## config.mk

```make
export PLATFORM = sky130hd
export DESIGN_NAME = move_tick_gen
export DESIGN_NICKNAME = d
export VERILOG_FILES = /design/src/rtl/move_tick_gen.sv
export SDC_FILE = /design/constraint.sdc
export NUM_CORES = 1
export LEC_CHECK = 0
export ABC_AREA = 0
export BUFFER_PORTS_ARGS = -buffer_cell sky130_fd_sc_hd__buf_2
export CAP_MARGIN = 10
export CORE_MARGIN = 1
export CORE_UTILIZATION = 55
export DETAILED_ROUTE_END_ITERATION = 7
export HOLD_SLACK_MARGIN = 0.05
export PLACE_DENSITY = 0.72
export SLEW_MARGIN = 10
export SYNTH_ARGS = -nofsm -noshare
export SYNTH_HDL_FRONTEND = slang
export SYNTH_SLANG_ARGS = --single-unit
```

## constraint.sdc

```tcl
create_clock -name CLK -period 7.8 [get_ports CLK]
set_clock_uncertainty 0.05 [all_clocks]
set_input_delay 0.78 -clock CLK [delete_from_list [all_inputs] [get_ports CLK]]
set_output_delay 0.78 -clock CLK [all_outputs]
set_load 0.05 [all_outputs]
```

## src/rtl/move_tick_gen.sv

```systemverilog
// move_tick_gen: paces the alien formation by issuing a one-cycle `mueva` strobe
// whose period shrinks with the game level. Define MOVE_STEP_EN to add single-step while paused.
module move_tick_gen #(
  parameter int CNT_W       = 24,
  parameter int BASE_PERIOD = 2500000,
  parameter int STEP        = 150000,
  parameter int MIN_PERIOD  = 250000
) (
  input  logic             CLK,
  input  logic             RST,
  input  logic             en,
  input  logic [3:0]       level,
  input  logic             level_load,
  input  logic             pause_req,
`ifdef MOVE_STEP_EN
  input  logic             step,
`endif
  output logic             pause_ack,
  output logic             mueva,
  output logic [CNT_W-1:0] period_o,
  output logic [7:0]       move_count
);

  localparam int RW = CNT_W + 4;
  localparam logic [RW-1:0] SPAN = RW'(BASE_PERIOD - MIN_PERIOD);

  typedef enum logic [1:0] {
    IDLE   = 2'd0,
    RUN    = 2'd1,
    PAUSED = 2'd2
  } state_t;

  state_t           state_reg, state_next;
  logic [CNT_W-1:0] cnt_reg, cnt_next;
  logic [CNT_W-1:0] period_reg, period_calc;
  logic [3:0]       level_q_reg;
  logic [RW-1:0]    red;
  logic             mueva_reg;
  logic             pause_ack_reg;
  logic [7:0]       move_count_reg;
  logic             fire;
`ifdef MOVE_STEP_EN
  logic             step_prev_reg;
`endif

  // Reduction is evaluated wide so a large level*STEP clamps to the floor instead of wrapping.
  always_comb begin
    red = RW'(level_q_reg) * RW'(STEP);
    if (red >= SPAN) begin
      period_calc = CNT_W'(MIN_PERIOD);
    end else begin
      period_calc = CNT_W'(RW'(BASE_PERIOD) - red);
    end
  end

  always_comb begin
    state_next = state_reg;
    cnt_next   = cnt_reg;
    fire       = 1'b0;
    case (state_reg)
      IDLE: begin
        cnt_next = '0;
        if (en) state_next = RUN;
      end
      RUN: begin
        if (!en) begin
          state_next = IDLE;
          cnt_next   = '0;
        end else if (pause_req) begin
          state_next = PAUSED;
        end else if (cnt_reg >= period_reg - CNT_W'(1)) begin
          // >= rather than == so a period shortened below cnt fires at once
          cnt_next = '0;
          fire     = 1'b1;
        end else begin
          cnt_next = cnt_reg + CNT_W'(1);
        end
      end
      PAUSED: begin
        if (!en) begin
          state_next = IDLE;
          cnt_next   = '0;
        end else if (!pause_req) begin
          state_next = RUN;
        end
      end
      default: begin
        state_next = IDLE;
        cnt_next   = '0;
      end
    endcase
`ifdef MOVE_STEP_EN
    if (state_reg == PAUSED && step && !step_prev_reg) fire = 1'b1;
`endif
  end

  always_ff @(posedge CLK) begin
    if (RST) begin
      state_reg      <= IDLE;
      cnt_reg        <= '0;
      level_q_reg    <= '0;
      period_reg     <= CNT_W'(BASE_PERIOD);
      mueva_reg      <= 1'b0;
      pause_ack_reg  <= 1'b0;
      move_count_reg <= '0;
`ifdef MOVE_STEP_EN
      step_prev_reg  <= 1'b0;
`endif
    end else begin
      state_reg     <= state_next;
      cnt_reg       <= cnt_next;
      period_reg    <= period_calc;
      mueva_reg     <= fire;
      pause_ack_reg <= (state_next == PAUSED);
      if (level_load) level_q_reg <= level;
      if (fire) move_count_reg <= move_count_reg + 8'd1;
`ifdef MOVE_STEP_EN
      step_prev_reg <= step;
`endif
    end
  end

  assign mueva      = mueva_reg;
  assign pause_ack  = pause_ack_reg;
  assign period_o   = period_reg;
  assign move_count = move_count_reg;

endmodule

```

; ---- Word-level counts from Yosys, hierarchy flattened
; Index checks and enable logic that the tools add are counted.
[classes]
n_lt_le_gt_ge = 2
mux = 16
n_mul = 1
n_addsub = 4
eq_ne = 5
reduce_logical = 3
[op_table]
columns = cell, count
row1 = $mux W24, 4
row2 = $pmux W24 S2, 1
row3 = $add A24 B1 Y24 const B, 1
row4 = $ge A24 B24 Y1, 1
row5 = $sub A24 B1 Y24 const B, 1
row6 = $sub A22 B22 Y23 const A, 1
row7 = $ge A22 B22 Y1 const B, 1
row8 = $mux W22, 1
row9 = $mul A4 B14 Y18 const B, 1
row10 = $mux W2, 5
row11 = $add A8 B1 Y8 const B, 1
row12 = $pmux W2 S3, 1
row13 = $eq A2 B2 Y1 const B, 2
row14 = $mux W1, 4
row15 = $ne A3 B3 Y1 const B, 1
row16 = $eq A2 B1 Y1 const B, 1
row17 = $logic_not A2 Y1, 1
row18 = $ne A2 B2 Y1 const B, 1
row19 = $reduce_and A2 Y1, 1
row20 = $reduce_or A2 Y1, 1
[word_totals]
regBits = 63
elab_cells = 39
output_inout_bits = 34
inputBits = 9

; ---- Longest topological paths before layout
; Gate-level depths: netlist (run 1).
[logic_depth]
word_depth = 6
mapped_depth = 16
ltp_nobuf = 14

; ---- Least setup slack after synthesis (run 1)
; No wires, ideal clock.
[synth_path]
kind = register -> register
start = register level_q_reg[1]
end = register period_reg[10], in the netlist period_o[10]
path_stages_with_launch = 13
period_less_slack_ps = 4116
path_slack_ps = 3684
setup_time_ps = 127
required_time_ps = 7623
path_buffers = 0
arrival_time_ps = 3940
cell_sequence = dfxtp_1 > fa_1 > inv_1 > fa_1 > inv_1 > ha_1 > a211o_1 > a211o_1 > a2111oi_2 > nor3_2 > a2111o_1 > a311o_1 > a21boi_1
[synth_between]
elab_chain_cells = 3
word_cells_on_any_way = 4
cone_classes = add/sub (1) / mul (1) / order compare (1) / mux (1)
[synth_rtl]
columns = element, line
row1 = start: declaration, 36  ; logic [3:0] level_q_reg;
row2 = start signal: assignment, 115  ; if (level_load) level_q_reg <= level;
row3 = $mul A4 B14 Y18 *, 48  ; red = RW'(level_q_reg) * RW'(STEP);
row4 = $sub A22 B22 Y23 or $ge A22 B22 Y1 (tied branches), "52, 49"
row5 = $mux W22 *, 49  ; if (red >= SPAN) begin
row6 = end signal: assignment, 102  ; period_reg <= CNT_W'(BASE_PERIOD);
row7 = end signal: assignment, 112  ; period_reg <= period_calc;
row8 = end: declaration, 35  ; logic [CNT_W-1:0] period_reg, period_calc;
; Every way passes the cells marked *; elsewhere a longest branch is shown, timed or not.
; A chain may end at the register's enable or synchronous reset.

; ---- Worst setup path in the final report (run 1)
[layout_path]
start = register level_q_reg[2]
end = register period_reg[5], in the netlist period_o[5]
[layout_between]
elab_chain_cells = 3
[layout_rtl]
columns = element, line
row1 = $mul A4 B14 Y18, 48
row2 = $ge A22 B22 Y1, 49
row3 = $mux W22, 49
; No other way between the ends.

==> impl_metrics.tcl, run 1 <==
set metrics [dict create \
    ys_seq_area_share_pct 26.2 \
    dpl.hpwl_um 7500 \
    worst_slew_pin_slew_ps 868 \
    critPathLaunchType "flop" \
    dr.pass1.iters 4 \
    rows 32 \
    timing.final.hold_violations 0 \
    drive_above_1_share_pct 12.0 \
    via_count 3941 \
    final_common_cell "dfxtp_1" \
    grt_pass1_vias 3678 \
    total_switching_power_w 0.000339 \
    hp-class "flop to flop" \
    p_int_w 0.000599 \
    comb_power_share_pct 30.2 \
    top_layer "met4" \
    overflow 0 \
    drcViolationCount 0 \
    routedWlPerCell_um 14.5 \
    grt_pass1_wl_um 16500 \
    synth_cell_type_count 69 \
    die_h_um 92.5 \
    worst_setup_path_end_kind "flop" \
    boundaryPins 43 \
    fp.dieW_um 92.5 \
    cp_max_fo 20 \
    root_buffer "clkbuf_8" \
    final_cell_mix "59 x dfxtp_1, 43 x ha_1, 38 x nor2_1, 38 x buf_2, 35 x nand2_1" \
    power_w 0.000938 \
    htreeDepth 3 \
    nets 621 \
    synthFlopType "dfxtp_1" \
    reg2reg_depth 12 \
    rr_startpoint "level_q_reg[2]" \
    finalWirelength_um 9710 \
    drv_cap 0 \
    regToRegEndpoint "period_o[5]" \
    fmaxAchievable_mhz 214 \
    ir_drop_mv 0.105 \
    ys_top_cells_by_area "dfxtp_1 26%, ha_1 12%, xor2_1 4.3%" \
    ys_ff_latch 59 \
    status "finished, final reports clean" \
    ctsResizeCount 0 \
    hold_start "move_count[6]" \
    cts.sinks 59 \
    antenna_found_initial 0 \
    core-area_mm2 0.00781 \
    synth_warnings 0 \
    start_util_pct 57.7 \
    tritoncts "done" \
    min_to "move_count[6]" \
    finalSetupTns_ps 0 \
    antenna_cells 0 \
    power_density_mw_per_mm2 189 \
    avgSynthCellArea_um2 8.48 \
    dieArea_mm2 0.00856 \
    gp_congestion 0.940 \
    drt_iter0_drc 111 \
    crit_required_ps 7960 \
    power_frac_clock_pct 32.5 \
    power_leakage_nw 2.19 \
    period_share_pct 59.8 \
    via_per_inst 5.88 \
    crit_type "flop to flop" \
    setup_violations 0 \
    netlist_instances 531 \
    synth-edff-count 0 \
    period_needed_ps 4660 \
    grt_max_degree 34 \
    sw_frac_of_total_pct 36.2 \
    grt.total_usage_pct 23.9 \
    pwr-share-seq_pct 37.3 \
    netlist_area_mm2 0.00450 \
    multi_input_area_mm2 0.00317 \
    area_growth_syn_to_layout_pct 10.2 \
    insertion_delay_ps 350 \
    yosysTopAreaCellShare_pct 26.2 \
    synth.largest_area_cell "dfxtp_1" \
    finalMaxSlewViolations 0 \
    hold_path_depth 2 \
    drt-met1-wl_um 4370 \
    cts_buffers 9 \
    portBuffers 38 \
    cts_buffer_depth 2 \
    fillers 697 \
    largest_reg_flops 24 \
    rsz0062_at_grt "no" \
    clkTransAtPathRegs_ps 80 \
    critPathArrivalTime_ps 4820 \
    r2r_slack_ps 3140 \
    dr_wl_met3_um 300 \
    seq_area_mm2 0.00118 \
    antenna_left 0 \
    relSlewSlack_pct 41.6 \
    hold_buffers 0 \
    wl_met2_um 4880 \
    cts_setup_buffers 0 \
    async_flop_share_pct 0 \
]
per-layer routing:
| layer | track usage, % | vias to the layer above |
|---|---|---|
| met4 | 9.51 | 0 |
| met1 | 28.7 | 1839 |
| li1 | - | 2017 |
| met2 | 42.1 | 67 |
| met3 | 3.94 | 18 |
| met5 | 0 | - |
cell type report:
class / instances / share of cell area [%]
Multi-Input combinational cell: 436 / 63.9
Clock inverter: 6 / 1.81
Sequential cell: 59 / 23.8
Tap cell: 102 / 2.57
Clock buffer: 10 / 2.57
Inverter: 18 / 1.36
Timing Repair Buffer: 39 / 3.98
how the worst max path moves through the flow:
stage	slack, ps	from	to	cells after the start
3_5_place_dp	3170	level_q_reg[2]	period_o[5]	12
4_1_cts	3140	level_q_reg[2]	period_o[5]	12
3_3_place_gp	3310	level_q_reg[2]	period_o[10]	12
5_1_grt	2910	level_q_reg[2]	period_o[10]	10
2_1_floorplan	3680	level_q_reg[1]	period_o[10]	12
6_report	3140	level_q_reg[2]	period_o[5]	12
cells by family (layout without fill, tap and decap cells):
kind of cell               count (synthesis)  in the layout  synth area share, %
and+or+nand+nor                          192            192                 22.5
AOI/OAI and AO/OA                        139            139                 22.4
DFF                                       59             59                 26.2
adders and majority gates                 50             50                 14.8
xor gates and xnor gates                  42             42                 8.17
buffers and inverters                     40             73                 3.86
muxes                                      8              8                 1.94
other                                      1              5               0.0833
critical path, stage by stage, from the launching register on:
cell and delay [ps]:
dfxtp_1 810, fa_1 610, inv_1 120, fa_1 420, inv_1 120, ha_1 270, a211o_1 310, a211o_1 330
a2111oi_2 360, nor3_2 130, a2111o_1 410, a311o_1 400, a21boi_1 180
cell usage after synthesis, types with 3 or more instances:
cell / count
a211oi_1: 4
nand2_1: 35
dfxtp_1: 59
or3_1: 7
buf_4: 6
inv_1: 18
clkbuf_1: 11
nand2b_1: 4
mux2i_1: 5
a21o_1: 22
nor2_1: 38
and2_1: 7
o21a_1: 6
fa_1: 6
a211o_1: 4
a221oi_1: 3
a21oi_1: 21
nor4_1: 12
or4_1: 6
nand3b_1: 5
o21ai_1: 9
nor2b_1: 11
xnor2_1: 20
xor2_1: 22
nand3_1: 20
o31a_1: 4
nand4_1: 6
o21ai_0: 27
and3_1: 6
nor3_1: 17
and4_1: 4
buf_1: 4
nor3b_1: 10
o31ai_1: 4
ha_1: 43
a31oi_1: 3
power by group through the flow:
stage | registers (W) | logic, W | clock network (W)
2_1_floorplan | 0.000415 | 0.000166 | 0
3_3_place_gp | 0.000357 | 0.000277 | 0
3_5_place_dp | 0.000357 | 0.000283 | 0
4_1_cts | 0.000350 | 0.000284 | 0.000310
5_1_grt | 0.000354 | 0.000310 | 0.000325
6_report | 0.000350 | 0.000283 | 0.000305
metrics by stage:
stage	instance area, um^2	utilization, %	cells	hold slack (ps)	worst slack (ps)
2_1_floorplan	4520	-	535	418	3680
3_3_place_gp	4750	60.8	654	421	3310
3_5_place_dp	4750	60.8	654	437	3170
4_1_cts	4960	63.6	670	450	3140
5_1_grt	4960	63.6	670	496	2910
6_report	4960	63.6	670	445	3140
(Power assumes the default switching activity.)
==> run 2, diff against run 1 <==
PLACE_DENSITY = 0.75   (was 0.72)
clock period = 4.2 ns   (was 7.8 ns; I/O delays follow)
==> impl_metrics.tcl, run 2 (synthesized netlist as in run 1, its figures left out) <==
set metrics [dict create \
    hold_buffers 0 \
    pre_cts_ws_ps 21.7 \
    critPathArrivalTime_ps 4240 \
    clkTransAtPathRegs_ps 70 \
    via_count 4130 \
    antenna_left 0 \
    boundaryPins 43 \
    total_switching_power_w 0.000639 \
    portBuffers 38 \
    fp.dieW_um 92.5 \
    finalNonFillerCells 693 \
    cp_max_fo 5 \
    drt_iter0_drc 121 \
    power_frac_clock_pct 34.1 \
    worst_slack_ps 109 \
    period_share_pct 97.4 \
    crit_slowest_cell "fa_1" \
    gp_congestion 0.896 \
    setup_violations 0 \
    power_leakage_nw 2.31 \
    die_h_um 92.5 \
    path_buf_inv 2 \
    htreeDepth 3 \
    root_buffer "clkbuf_8" \
    routedWlPerCell_um 15.0 \
    drcViolationCount 0 \
    largest_reg_flops 24 \
    comb_power_share_pct 31.2 \
    r2r_slack_ps 110 \
    worstSetupStartpoint "level_q_reg[3]" \
    critPathLaunchType "flop" \
    drv_cap 0 \
    ir_drop_mv 0.190 \
    finalMaxSlewViolations 0 \
    crit_path_max_incr_delay_ps 550 \
    overflow 0 \
    tritoncts "done" \
    core-area_mm2 0.00781 \
    grt_pass1_wl_um 17700 \
    rows 32 \
    hp-class "input pin to flop" \
    dieArea_mm2 0.00856 \
    insertion_delay_ps 340 \
    drive_above_1_share_pct 16.9 \
    finish.utilization_pct 66.9 \
    cts_buffers 9 \
    worst_setup_path_end_kind "flop" \
    crit_family "compound AO/OA/AOI/OAI gates" \
    start_util_pct 57.7 \
    design_area_mm2 0.00522 \
    finalWirelength_um 10400 \
    area_growth_syn_to_layout_pct 15.9 \
    antenna_found_initial 0 \
    grt.total_usage_pct 25.8 \
    dr.pass1.iters 4 \
    timing.final.hold_violations 0 \
    pwr-share-seq_pct 34.7 \
    cts_buffer_depth 2 \
    worst_slew_pin_slew_ps 639 \
    dpl.hpwl_um 7790 \
    fmaxAchievable_mhz 244 \
    relSlewSlack_pct 57.4 \
    final_common_cell "dfxtp_1" \
    place_area_mm2 0.00488 \
    grt_pass1_vias 3952 \
    regToRegEndpoint "period_o[10]" \
    path_cells "fa_1 -> inv_1 -> fa_1 -> inv_2 -> ha_4 -> a211o_1 -> a211o_4 -> a2111oi_4 -> nor3_4 -> a2111o_1 -> a311o_2 -> a21boi_2" \
    reg2reg_depth 12 \
    status "finished, final reports clean" \
    hold_ws_ps 263 \
    crit_type "flop to flop" \
    dp.cells 672 \
    via_per_inst 5.96 \
    cts.sinks 59 \
    crit_path_frequent_cell "fa_1" \
    period_needed_ps 4090 \
    p_int_w 0.00122 \
    worst-path-stages 12 \
    sw_frac_of_total_pct 34.4 \
    antenna_cells 0 \
    grt_max_degree 35 \
    nets 644 \
    rr_startpoint "level_q_reg[3]" \
    crit_end "period_o[10]" \
    power_density_mw_per_mm2 355 \
    final_cell_mix "57 x dfxtp_1, 41 x ha_1, 38 x nor2_1, 38 x buf_2, 35 x nand2_1" \
    crit_required_ps 4350 \
]
==> run 2: metal layers <==
metal / vias to the layer above / share of wire [%] / global-route usage, %
li1: 2068 / - / -
met1: 1942 / 43 / 30.2
met2: 90 / 51 / 45.9
met3: 30 / 3.2 / 3.69
met4: 0 / 3.1 / 12.1
met5: - / 0 / 0
==> run 2: metrics by stage <==
step | TNS (ps) | power [W]
after global routing | -10.4 | 0.00194
after detailed placement | 0 | 0.00121
after global placement | 0 | 0.00120
after floorplan | 0 | 0.00108
after CTS | 0 | 0.00185
final | 0 | 0.00185
==> run 2: power groups by stage <==
stage               logic [W]  registers (W)  clock network (W)
floorplan            0.000308       0.000771                  0
global placement     0.000543       0.000654                  0
detailed placement   0.000554       0.000655                  0
CTS                  0.000572       0.000643           0.000637
global route         0.000631       0.000648           0.000663
finish               0.000579       0.000643           0.000632
==> run 2: cell type report <==
| type | count | area [um^2] |
|---|---|---|
| tap | 102 | 128 |
| multi-input combinational | 437 | 3240 |
| clock inverter | 5 | 100 |
| sequential | 59 | 1180 |
| inverter | 18 | 67.6 |
| clock buffer | 11 | 141 |
| timing repair buffer | 61 | 363 |
| fill | 640 | 2590 |
==> run 2: worst min-delay path by stage <==
| stage | start | endpoint | cells after the start |
|---|---|---|---|
| 5_1_grt | level[3] | level_q_reg[3] | 3 |
| 3_5_place_dp | cnt_reg[23] | cnt_reg[23] | 2 |
| 2_1_floorplan | cnt_reg[23] | cnt_reg[23] | 2 |
| 4_1_cts | level[3] | level_q_reg[3] | 3 |
| 6_report | level[3] | level_q_reg[3] | 3 |
| 3_3_place_gp | move_count[6] | move_count[6] | 2 |
==> run 2: worst min-delay path: stages <==
cell and delay [ps]:
buf_2 80, mux2i_1 50, nor2_1 70
==> run 2: what timing repair did <==
action | 4_1_cts | 5_1_grt
gates cloned | 1 | 0
setup buffers | 4 | 0
resized for setup | 8 | 5
pin swaps | 9 | 6
setup endpoints to repair | 2 | 17
